## config.mk

```make
export PLATFORM = sky130hd
export DESIGN_NAME = apb_slave_regs
export DESIGN_NICKNAME = d
export VERILOG_FILES = /design/src/rtl/apb_slv_pkg.sv /design/src/rtl/apb_slv_regbank.sv /design/src/rtl/apb_slave_regs.sv
export SDC_FILE = /design/constraint.sdc
export NUM_CORES = 1
export LEC_CHECK = 0
export BUFFER_PORTS_ARGS = -buffer_cell sky130_fd_sc_hd__buf_2
export CORE_MARGIN = 4
export CORE_UTILIZATION = 25
export CTS_CLUSTER_SIZE = 30
export DETAILED_ROUTE_END_ITERATION = 8
export PLACE_DENSITY_LB_ADDON = 0.2
export SYNTH_ARGS = -nofsm -noshare
export SYNTH_HDL_FRONTEND = slang
export SYNTH_SLANG_ARGS = --single-unit
```

## constraint.sdc

```tcl
create_clock -name hclk -period 3.43 [get_ports hclk]
set_input_delay 0.343 -clock hclk [delete_from_list [all_inputs] [get_ports hclk]]
set_output_delay 0.343 -clock hclk [all_outputs]
set_load 0.01 [all_outputs]
```

## src/rtl/apb_slv_pkg.sv

```systemverilog
// Shared types and constants for the APB3 register-bank completer.
// Optional byte-strobe support is compiled in with APB_SLV_PSTRB_EN.
package apb_slv_pkg;

    typedef enum logic [1:0] {
        IDLE  = 2'd0,
        WAIT  = 2'd1,
        READY = 2'd2
    } state_t;

    localparam logic [31:0] ID_VALUE     = 32'hA2B0_0001;
    localparam int          OFF_ID       = 'h0;
    localparam int          OFF_CNT      = 'h4;
    localparam int          OFF_SCRATCH0 = 'h8;

    // Byte-offset field width: word index bits plus the two byte-lane bits.
    function automatic int off_width(input int num_regs);
        return $clog2(num_regs) + 2;
    endfunction

    function automatic logic [31:0] strb_merge(input logic [31:0] old_v,
                                               input logic [31:0] new_v,
                                               input logic [3:0]  strb);
        logic [31:0] m;
        m = old_v;
        for (int b = 0; b < 4; b++) begin
            if (strb[b]) begin
                m[8*b +: 8] = new_v[8*b +: 8];
            end
        end
        return m;
    endfunction

endpackage

```

## src/rtl/apb_slv_regbank.sv

```systemverilog
// Register storage, offset decode and access-error check for apb_slave_regs.
// With APB_SLV_PSTRB_EN defined, a read carrying nonzero strobes is an error.
module apb_slv_regbank
    import apb_slv_pkg::*;
#(
    parameter int NUM_REGS = 8,
    parameter int OFF_W    = off_width(NUM_REGS)
) (
    input  logic             clk,
    input  logic             srst,
    input  logic [OFF_W-1:0] i_off,
    input  logic             i_write,
    input  logic [3:0]       i_strb,
    input  logic [31:0]      i_wdata,
    input  logic             i_wr_en,
    input  logic [15:0]      i_xfer_cnt,
    output logic [31:0]      o_rdata,
    output logic             o_err
);

    localparam int IDX_W = OFF_W - 2;

    logic [IDX_W-1:0] w_idx;
    logic             w_out_of_range;
    logic             w_misaligned;
    logic             w_ro_write;
    logic             w_strb_err;

    logic [31:0] r_scratch [2:NUM_REGS-1];

    assign w_idx          = i_off[OFF_W-1:2];
    assign w_out_of_range = ({1'b0, i_off} >= (OFF_W+1)'(NUM_REGS * 4));
    assign w_misaligned   = (i_off[1:0] != 2'b00);
    assign w_ro_write     = i_write && ((i_off == OFF_W'(OFF_ID)) || (i_off == OFF_W'(OFF_CNT)));

`ifdef APB_SLV_PSTRB_EN
    assign w_strb_err = !i_write && (i_strb != 4'b0000);
`else
    assign w_strb_err = 1'b0;
`endif

    assign o_err = w_out_of_range || w_misaligned || w_ro_write || w_strb_err;

    generate
        for (genvar gi = OFF_SCRATCH0 / 4; gi < NUM_REGS; gi++) begin : g_scratch
            always_ff @(posedge clk) begin
                if (srst) begin
                    r_scratch[gi] <= '0;
                end else if (i_wr_en && (w_idx == IDX_W'(gi))) begin
                    r_scratch[gi] <= strb_merge(r_scratch[gi], i_wdata, i_strb);
                end
            end
        end
    endgenerate

    always_comb begin
        o_rdata = '0;
        if (w_idx == IDX_W'(OFF_ID / 4)) begin
            o_rdata = ID_VALUE;
        end else if (w_idx == IDX_W'(OFF_CNT / 4)) begin
            o_rdata = {16'h0000, i_xfer_cnt};
        end else begin
            for (int i = OFF_SCRATCH0 / 4; i < NUM_REGS; i++) begin
                if (w_idx == IDX_W'(i)) begin
                    o_rdata = r_scratch[i];
                end
            end
        end
    end

endmodule

```

## src/rtl/apb_slave_regs.sv

```systemverilog
// APB3 completer with programmable wait states, serving ID, XFER_CNT and scratch registers.
// Define APB_SLV_PSTRB_EN to add the APB4 pstrb input and byte-masked scratch writes.
module apb_slave_regs
    import apb_slv_pkg::*;
#(
    parameter int ADDR_W      = 32,
    parameter int DATA_W      = 32,
    parameter int NUM_REGS    = 8,
    parameter int WAIT_CYCLES = 1
) (
    input  logic                hclk,
    input  logic                hreset,
    input  logic                psel,
    input  logic                penable,
    input  logic                pwrite,
    input  logic [ADDR_W-1:0]   paddr,
`ifdef APB_SLV_PSTRB_EN
    input  logic [DATA_W/8-1:0] pstrb,
`endif
    input  logic [DATA_W-1:0]   pwdata,
    output logic [DATA_W-1:0]   prdata,
    output logic                pready,
    output logic                pslverr
);

    localparam int OFF_W = off_width(NUM_REGS);

    state_t             r_state;
    logic [3:0]         r_wait_cnt;
    logic [OFF_W-1:0]   r_addr;
    logic               r_write;
    logic [DATA_W-1:0]  r_wdata;
    logic [3:0]         r_strb;
    logic [15:0]        r_xfer_cnt;
    logic               r_pready;
    logic               r_pslverr;
    logic [DATA_W-1:0]  r_prdata;

    logic [OFF_W-1:0]   w_dec_off;
    logic               w_dec_write;
    logic [3:0]         w_dec_strb;
    logic [3:0]         w_in_strb;
    logic [31:0]        w_rdata;
    logic               w_err;
    logic               w_wr_en;
    logic [DATA_W-1:0]  w_resp_data;
    logic               w_unused_paddr;

    assign w_unused_paddr = ^paddr[ADDR_W-1:OFF_W];

`ifdef APB_SLV_PSTRB_EN
    assign w_in_strb = pstrb;
`else
    assign w_in_strb = 4'hF;
`endif

    // In IDLE the decode looks at the live setup-phase bus so a zero-wait
    // response can be registered on the setup edge; afterwards it uses the capture.
    assign w_dec_off   = (r_state == IDLE) ? paddr[OFF_W-1:0] : r_addr;
    assign w_dec_write = (r_state == IDLE) ? pwrite : r_write;
    assign w_dec_strb  = (r_state == IDLE) ? w_in_strb : r_strb;

    assign w_resp_data = (w_dec_write || w_err) ? '0 : w_rdata;
    assign w_wr_en     = (r_state == READY) && psel && r_write && !r_pslverr;

    apb_slv_regbank #(
        .NUM_REGS (NUM_REGS),
        .OFF_W    (OFF_W)
    ) u_regbank (
        .clk        (hclk),
        .srst       (hreset),
        .i_off      (w_dec_off),
        .i_write    (w_dec_write),
        .i_strb     (w_dec_strb),
        .i_wdata    (r_wdata),
        .i_wr_en    (w_wr_en),
        .i_xfer_cnt (r_xfer_cnt),
        .o_rdata    (w_rdata),
        .o_err      (w_err)
    );

    always_ff @(posedge hclk) begin
        if (hreset) begin
            r_state    <= IDLE;
            r_wait_cnt <= '0;
            r_addr     <= '0;
            r_write    <= 1'b0;
            r_wdata    <= '0;
            r_strb     <= '0;
            r_xfer_cnt <= '0;
            r_pready   <= 1'b0;
            r_pslverr  <= 1'b0;
            r_prdata   <= '0;
        end else begin
            r_pready  <= 1'b0;
            r_pslverr <= 1'b0;
            r_prdata  <= '0;
            case (r_state)
                IDLE: begin
                    if (psel && !penable) begin
                        r_addr     <= paddr[OFF_W-1:0];
                        r_write    <= pwrite;
                        r_wdata    <= pwdata;
                        r_strb     <= w_in_strb;
                        r_wait_cnt <= 4'(WAIT_CYCLES);
                        if (WAIT_CYCLES == 0) begin
                            r_state   <= READY;
                            r_pready  <= 1'b1;
                            r_pslverr <= w_err;
                            r_prdata  <= w_resp_data;
                        end else begin
                            r_state <= WAIT;
                        end
                    end
                end
                WAIT: begin
                    if (!psel) begin
                        r_state <= IDLE;
                    end else begin
                        r_wait_cnt <= r_wait_cnt - 4'd1;
                        if (r_wait_cnt == 4'd1) begin
                            r_state   <= READY;
                            r_pready  <= 1'b1;
                            r_pslverr <= w_err;
                            r_prdata  <= w_resp_data;
                        end
                    end
                end
                READY: begin
                    r_state <= IDLE;
                    if (psel) begin
                        r_xfer_cnt <= r_xfer_cnt + 16'd1;
                    end
                end
                default: r_state <= IDLE;
            endcase
        end
    end

    assign pready  = r_pready;
    assign pslverr = r_pslverr;
    assign prdata  = r_prdata;

endmodule

```

# Yosys cells after proc, flatten, opt, wreduce, memory -nomap -nowiden

Memories as Yosys holds them, arrays and structs flattened.
Index checks and enable logic that the tools add are counted.
W data, S select, Z words.

Memories: 1
Register bits after elaboration: 95
RAM bits: 192
Logic and storage cells: 185

Memories:

| name                | words | bits a word | rd ports | clocked after memory_dff | wr ports | RTL line              | text |
|---|---|---|---|---|---|---|---|
| u_regbank.r_scratch | 6     | 32          | 6        | 0                        | 6        | apb_slv_regbank.sv:29 | `logic [31:0] r_scratch [2:NUM_REGS-1];` |

Eq/ne operators: 14
Reductions and logical operators: 30
Bitwise logic cells: 9
Multiplexer cells: 117
Add/sub/neg operators: 2

Operators by type and width:

| operator                | number |
|---|---|
| $mux W8                 | 72 |
| $mux W32                | 14 |
| $mux W1                 | 22 |
| $add A16 B1 Y16 const B | 1 |
| $eq A3 B3 Y1 const B    | 4 |
| $mux W4                 | 3 |
| $logic_and A1 B1 Y1     | 11 |
| $pmux W4 S2             | 1 |
| $reduce_or A7 Y1        | 1 |
| $eq A3 B2 Y1 const B    | 2 |
| $mux W2                 | 3 |
| $or A1 B1 Y1            | 6 |
| $reduce_and A2 Y1       | 3 |
| $reduce_or A6 Y1        | 1 |
| $eq A5 B3 Y1 const B    | 1 |
| $logic_not A5 Y1        | 1 |
| $mux W5                 | 1 |
| $reduce_or A5 Y1        | 1 |
| $eq A4 B1 Y1 const B    | 1 |
| $pmux W2 S2             | 1 |
| $reduce_bool A2 Y1      | 2 |
| $reduce_or A4 Y1        | 1 |
| $sub A4 B1 Y4 const B   | 1 |
| $eq A3 B1 Y1 const B    | 1 |
| other kinds (12)        | 17 |

# Longest topological paths before layout

Gate-level depths: netlist of the first run.

Word-level depth: 11
Depth in mapped cells: 9
Depth with buffers taken out: 8

# Cells and area by module

A second synthesis of the first run with hierarchy kept.

Cells, all modules: 1,139
Area, all modules: 13,071.3 µm²

Modules (own cells, without submodules):

| module          | area each (µm²) | times used | seq. area each (µm²) | cells each |
|---|---|---|---|---|
| apb_slv_regbank | 9,743.1         | 1          | 5,765.5              | 779 |
| apb_slave_regs  | 3,328.2         | 1          | 1,901.8              | 360 |

# Worst setup path before layout of the first run

No wires, ideal clock.

Path kind: register -> register
From: reg r_state[0]
To: reg, netlist name u_regbank.r_scratch[0][100]
Path slack: 823 ps
Library setup time: 388 ps
Buffers on the path: 1
Arrival time: 2,219 ps
Stages on the path, launching flop included: 6
Path through: dfxtp_1 buf_2 nor2_4 mux2_2 nor4_2 a21o_1

RTL lines:

| element                  | RTL line              | text |
|---|---|---|
| start: declaration       | apb_slave_regs.sv:28  | `state_t r_state;` |
| start signal: assignment | apb_slave_regs.sv:84  | `r_state <= IDLE;` |
| start signal: assignment | apb_slave_regs.sv:107 | `r_state <= READY;` |
| start signal: assignment | apb_slave_regs.sv:112 | `r_state <= WAIT;` |

==> results of run 1 <==
## registers in the layout (all words and copies together) (netlist names), 2 cells and up
signal / cells
prdata: 32
r_addr: 5
r_state: 2
r_wait_cnt: 4
r_wdata: 32
r_xfer_cnt: 16
u_regbank.r_scratch: 192
## stage by stage
stage               total power, uW  hold slack (ns)
finish                         8041          0.06583
detailed placement             4433           0.4494
floorplan                      4211           0.4313
CTS                            8158          0.03639
global route                   8357          0.05169
global placement               4429           0.4452
## placed cells by master, fill, tap and decap left out, types with 10 or more instances in the layout
master	count
clkbuf_16	40
a221oi_1	31
nor2_1	39
a22o_1	11
xor2_1	10
buf_4	39
o211ai_1	17
o21ai_1	15
dfxtp_1	95
edfxtp_1	192
a211oi_1	15
a22oi_1	16
nand2_1	101
a21oi_1	86
and2_1	195
buf_2	75
o21ai_0	28
## layout make-up
| class | count | area (sq um) |
|---|---|---|
| multi-input combinational | 671 | 4204 |
| timing repair buffer | 117 | 728.2 |
| clock inverter | 12 | 90.09 |
| inverter | 5 | 18.77 |
| tap | 615 | 769.5 |
| fill | 4942 | 33500 |
| sequential | 287 | 7667 |
| clock buffer | 51 | 1072 |
## routing by layer
metal	vias to the layer above	wire (microns)	track usage
met1	3989	16550	0.1802
met3	44	1619	0.02671
li1	3911	-	-
met2	173	16660	0.2169
met4	0	662	0.03442
met5	-	0	0
## final timing paths
| kind | endpoint | slack, ns | cells after the start |
|---|---|---|---|
| setup / recovery | u_regbank.r_scratch[0][98] | 0.45 | 5 |
| hold / removal | r_wdata[24] | 0.07 | 3 |
| setup reg to reg | u_regbank.r_scratch[0][98] | 0.45 | 5 |
| hold reg to reg | r_addr[1] | 0.46 | 2 |
## report_power, final
part	total (uW)	leakage (uW)	internal, uW	switching [uW]
Combinational	511	0.00195	164	346
Clock	3690	0.000575	2250	1440
Sequential	3840	0.00276	3780	58.3
Total	8040	0.00528	6190	1850
## worst max-delay path: stages, from the launching register on
cell and delay (ns):
dfxtp_1 0.41, nor2_4 0.50, mux2_2 0.49, nor4_4 0.69, a21o_1 0.23, buf_4 0.32
## logic make-up (layout without fill, tap and decap cells)
logic type,Yosys count,count (layout),share of synthesized area
muxes,8,8,0.007875
xor gates and xnor gates,16,16,0.01146
buffers and inverters,82,185,0.03345
adders and majority gates,3,3,0.003069
and+or+nand+nor,390,390,0.1776
DFF,287,287,0.6268
AOI/OAI and AO/OA,254,254,0.1398
==> reports/results.tsv, run 1 <==
metric	value	unit
Seq cells post-synth	287	
H-Tree Depth	2	
gr usage total	0.1326	
Slew @ Worst Pin	0.9190	ns
vias in the first global route	8127	
antenna violations before repair	0	
fraction of layout cells with a size suffix above 1	0.1794	
slew margin rel.	0.3850	
RSZ-0062 raised after global routing	no	
Clk Latency, worst-skew pair	0.51	ns
CP Launch Type	flop	
pin count of the biggest net entering global routing	68	
Hold Crit Class	primary input to flop	
GRT overflow	0	
Highest Clock Rate	0.3350	GHz
Post-Syn Instances	1040	
power per cell area	552.7	nW/um^2
Worst EP required	3.60	ns
top area cells in the synthesized netlist	edfxtp_1, dfxtp_1, and2_1	
CTS tree	built	
final instance area	14550	sq um
Chip Height	229.2	microns
Primary FF master, synth	edfxtp_1	
setup total negative slack	0	ns
hold_sp	pwdata[24]	
Area Growth Syn to Fin	18.94	%
# rows	80	
placed cell count	1695	
Clock Sinks	287	
clock period minus final worst setup slack	2.985	ns
CTS resizes	0	
Yosys top cell by area	edfxtp_1	
most common cell in the netlist	and2_1	
final worst-path cycle share	0.8702	
Via density	4.617	
Cell Count, Final, Fillers Out	1758	
num ports	103	
Detail Placement HPWL	21420	microns
Post-synth top cells	and2_1, edfxtp_1, nand2_1	
post-synthesis sequential area ratio	0.6268	
Core Region	48050	sq um
Worst Setup SP	r_state[1]	
type of the worst setup path	flop to flop	
status	finished, final reports clean	
synth unique cells	66	
first-pass GRT wire length	53050	microns
Post-synth EDFFs	192	
hold buffers post-CTS	0	
# Max-Cap Violations	0	
Avg Synthesized Cell Area	11.76	sq um
Post-synth ARST share	0	
post-synthesis net count	1112	
vias after detailed routing	8117	
1st-pass router iterations	6	
antenna cells	0	
pre-CTS WS	0.4043	ns
I/O Buffers	75	
critical path arrival	3.16	ns
final hold violation count	0	
Post CTS Setup Buffer Count	0	
Worst Clk Skew	0.01391	ns
final count of pins violating max slew	0	
Synth Cell Area	12230	sq um
Core Util, Final	0.3028	
Final #Nets	1189	
Root Driver	clkbuf_16	
DIE WIDTH	229.2	microns
Final ANT Viol Nets	0	
maximum VDD drop	0.0003156	V
Setup violations, final	0	
final worst slack	0.4453	ns
Ys Warns	0	
Worst R2R Start	r_state[1]	
routed len/inst	20.19	microns
clock buffer count from CTS	35	
post-place instance area	13390	sq um
wirelength, routed	35490	microns
DRC Markers	0	
Starting Density	0.2546	
worst-path fanout max	17	
crit end category	flop	
Die ar.	52530	sq um
clk buf depth	3	
RePlAce Congestion	0.7289	
clock slew at reported path FFs	0.06	ns
LEAKAGE	0.005281	uW
DRT iter0 DRCs	511	
share of Yosys cell area claimed by the top area cell type	0.4713	
No activity file was read; power rests on OpenSTA's default activity.
==> inputs of run 2 (changes only) <==
--- a/config.mk
+++ b/config.mk
@@ -11,6 +11,7 @@
 export CTS_CLUSTER_SIZE = 30
 export DETAILED_ROUTE_END_ITERATION = 8
 export PLACE_DENSITY_LB_ADDON = 0.2
+export REMOVE_ABC_BUFFERS = 1
 export SYNTH_ARGS = -nofsm -noshare
 export SYNTH_HDL_FRONTEND = slang
 export SYNTH_SLANG_ARGS = --single-unit
==> constraint.sdc (replaced) <==
create_clock -name hclk -period 3.43 [get_ports hclk]
set_input_delay 0.1715 -clock hclk [delete_from_list [all_inputs] [get_ports hclk]]
set_output_delay 0.1715 -clock hclk [all_outputs]
set_load 0.01 [all_outputs]
==> run 2 against run 1 <==
Effect of this change: wire length shrank 0.77%; die area is the same; core utilization grew 0.67 points; global-route usage grew 0.059 points; critical path depth grew 3; design area grew 2.2%; via count grew 1.6%; clock skew shrank 0.0023 ns.
==> reports/results.tsv, run 2 (synthesis gave the netlist of run 1 again) <==
metric	value	unit
status	finished, final reports clean	
Slew @ Worst Pin	0.7811	ns
first-pass GRT wire length	53920	microns
Biggest register	u_regbank.r_scratch	
# fillers	4876	
Clock Sinks	287	
multi-input logic area	4204	sq um
power per cell area	527.9	nW/um^2
Starting Density	0.2546	
vias after detailed routing	8245	
DRC Markers	0	
max reg flops	192	
Highest Clock Rate	0.3661	GHz
Detail Placement HPWL	21440	microns
commonest non-fill, non-tap cell in the layout	and2_1	
CTS tree	built	
clock buffer count from CTS	34	
RePlAce Congestion	0.7421	
Core Util, Final	0.3095	
vias in the first global route	8781	
CP Launch Type	flop	
pre-CTS WS	0.7088	ns
Clk Latency, worst-skew pair	0.51	ns
critical path arrival	3.19	ns
clk buf depth	3	
H-Tree Depth	2	
Core Region	48050	sq um
Final ANT Viol Nets	0	
Worst Clk Skew	0.01166	ns
worst-path fanout max	22	
antenna violations before repair	1	
gr usage total	0.1332	
final count of pins violating max slew	0	
Die ar.	52530	sq um
CTS resizes	0	
LEAKAGE	0.005412	uW
routed len/inst	19.56	microns
Area Growth Syn to Fin	21.56	%
Setup violations, final	0	
Final #Nets	1232	
1st-pass router iterations	5	
RSZ-0062 raised after global routing	no	
I/O Buffers	75	
final hold slack	0.02019	ns
num ports	103	
Seq. cell area	7667	sq um
clock period minus final worst setup slack	2.732	ns
Hold Crit Class	primary input to flop	
type of the worst setup path	flop to flop	
# rows	80	
wirelength, routed	35220	microns
Worst EP required	3.89	ns
DRT iter0 DRCs	579	
DIE WIDTH	229.2	microns
clock slew at reported path FFs	0.06	ns
most frequent cells in the layout	and2_1, edfxtp_1, nand2_1	
final hold violation count	0	
Via density	4.578	
antenna cells	0	
final worst slack	0.6985	ns
fraction of layout cells with a size suffix above 1	0.1703	
slew margin rel.	0.4773	
maximum VDD drop	0.0003287	V
crit end category	flop	
GRT overflow	0	
final worst-path cycle share	0.7964	
# Max-Cap Violations	0	
Chip Height	229.2	microns
Root Driver	clkbuf_16	
pin count of the biggest net entering global routing	41	
run 2: cell types whose count changed in the layout (fill, tap and decap cells not counted), sizes merged:
cell,before,now
dlygate4sd3,0,37
buf,117,124
clkbuf,51,58
clkinv,10,4
bufinv,1,0
clkinvlp,1,0
run 2: path summary, 6_finish.rpt:
check             depth (start not counted)           to  slack, ns        from
setup / recovery                          8   prdata[20]       0.70  r_state[1]
hold reg to reg                           2    r_addr[1]       0.46   r_addr[1]
setup reg to reg                          8   prdata[20]       0.70  r_state[1]
hold / removal                            3  r_wdata[21]       0.02  pwdata[21]
run 2: worst max-delay path, stage by stage, from the launching register on:
cell and delay (ns):
dfxtp_1 0.53, nor2_4 0.20, o21ai_4 0.68, buf_4 0.32, a221oi_1 0.11, a21oi_1 0.20
a211oi_1 0.06, nor4_1 0.36, buf_4 0.19
run 2: layout make-up:
type                    count  share of cell area
well taps                 615             0.05175
clock buffers              58             0.07093
inverters                   5            0.001262
repair buffers            161             0.07657
clock inverters             4            0.001178
flip-flops and latches    287              0.5156
multi-input cells         671              0.2827
run 2: routing by layer:
metal,wire length [microns],GRT usage
met3,1133,0.01951
met4,681,0.03614
met5,0,0
met1,16290,0.1741
met2,17110,0.2309
run 2: timing repair:
action | 4_1_cts | 5_1_grt
buffers inserted | 0 | 0
hold endpoints to repair | 37 | 0
hold buffers | 37 | 0
run 2: power by group:
group / switching, uW / internal, uW / total, uW / leakage, uW
Sequential: 59.5 / 3780 / 3840 / 0.00276
Combinational: 346 / 197 / 543 / 0.00213
Clock: 1380 / 2090 / 3470 / 0.000522
Total: 1790 / 6060 / 7850 / 0.00541
run 2: through the flow:
stage	setup TNS, ns	instances	instance area (sq um)	total power, uW
final	0	1801	14870	7850
after global routing	0	1801	14870	8169
after CTS	0	1801	14870	7973
after detailed placement	0	1702	13430	4431
after global placement	0	1702	13430	4428
after floorplan	-37.74	963	11840	4167
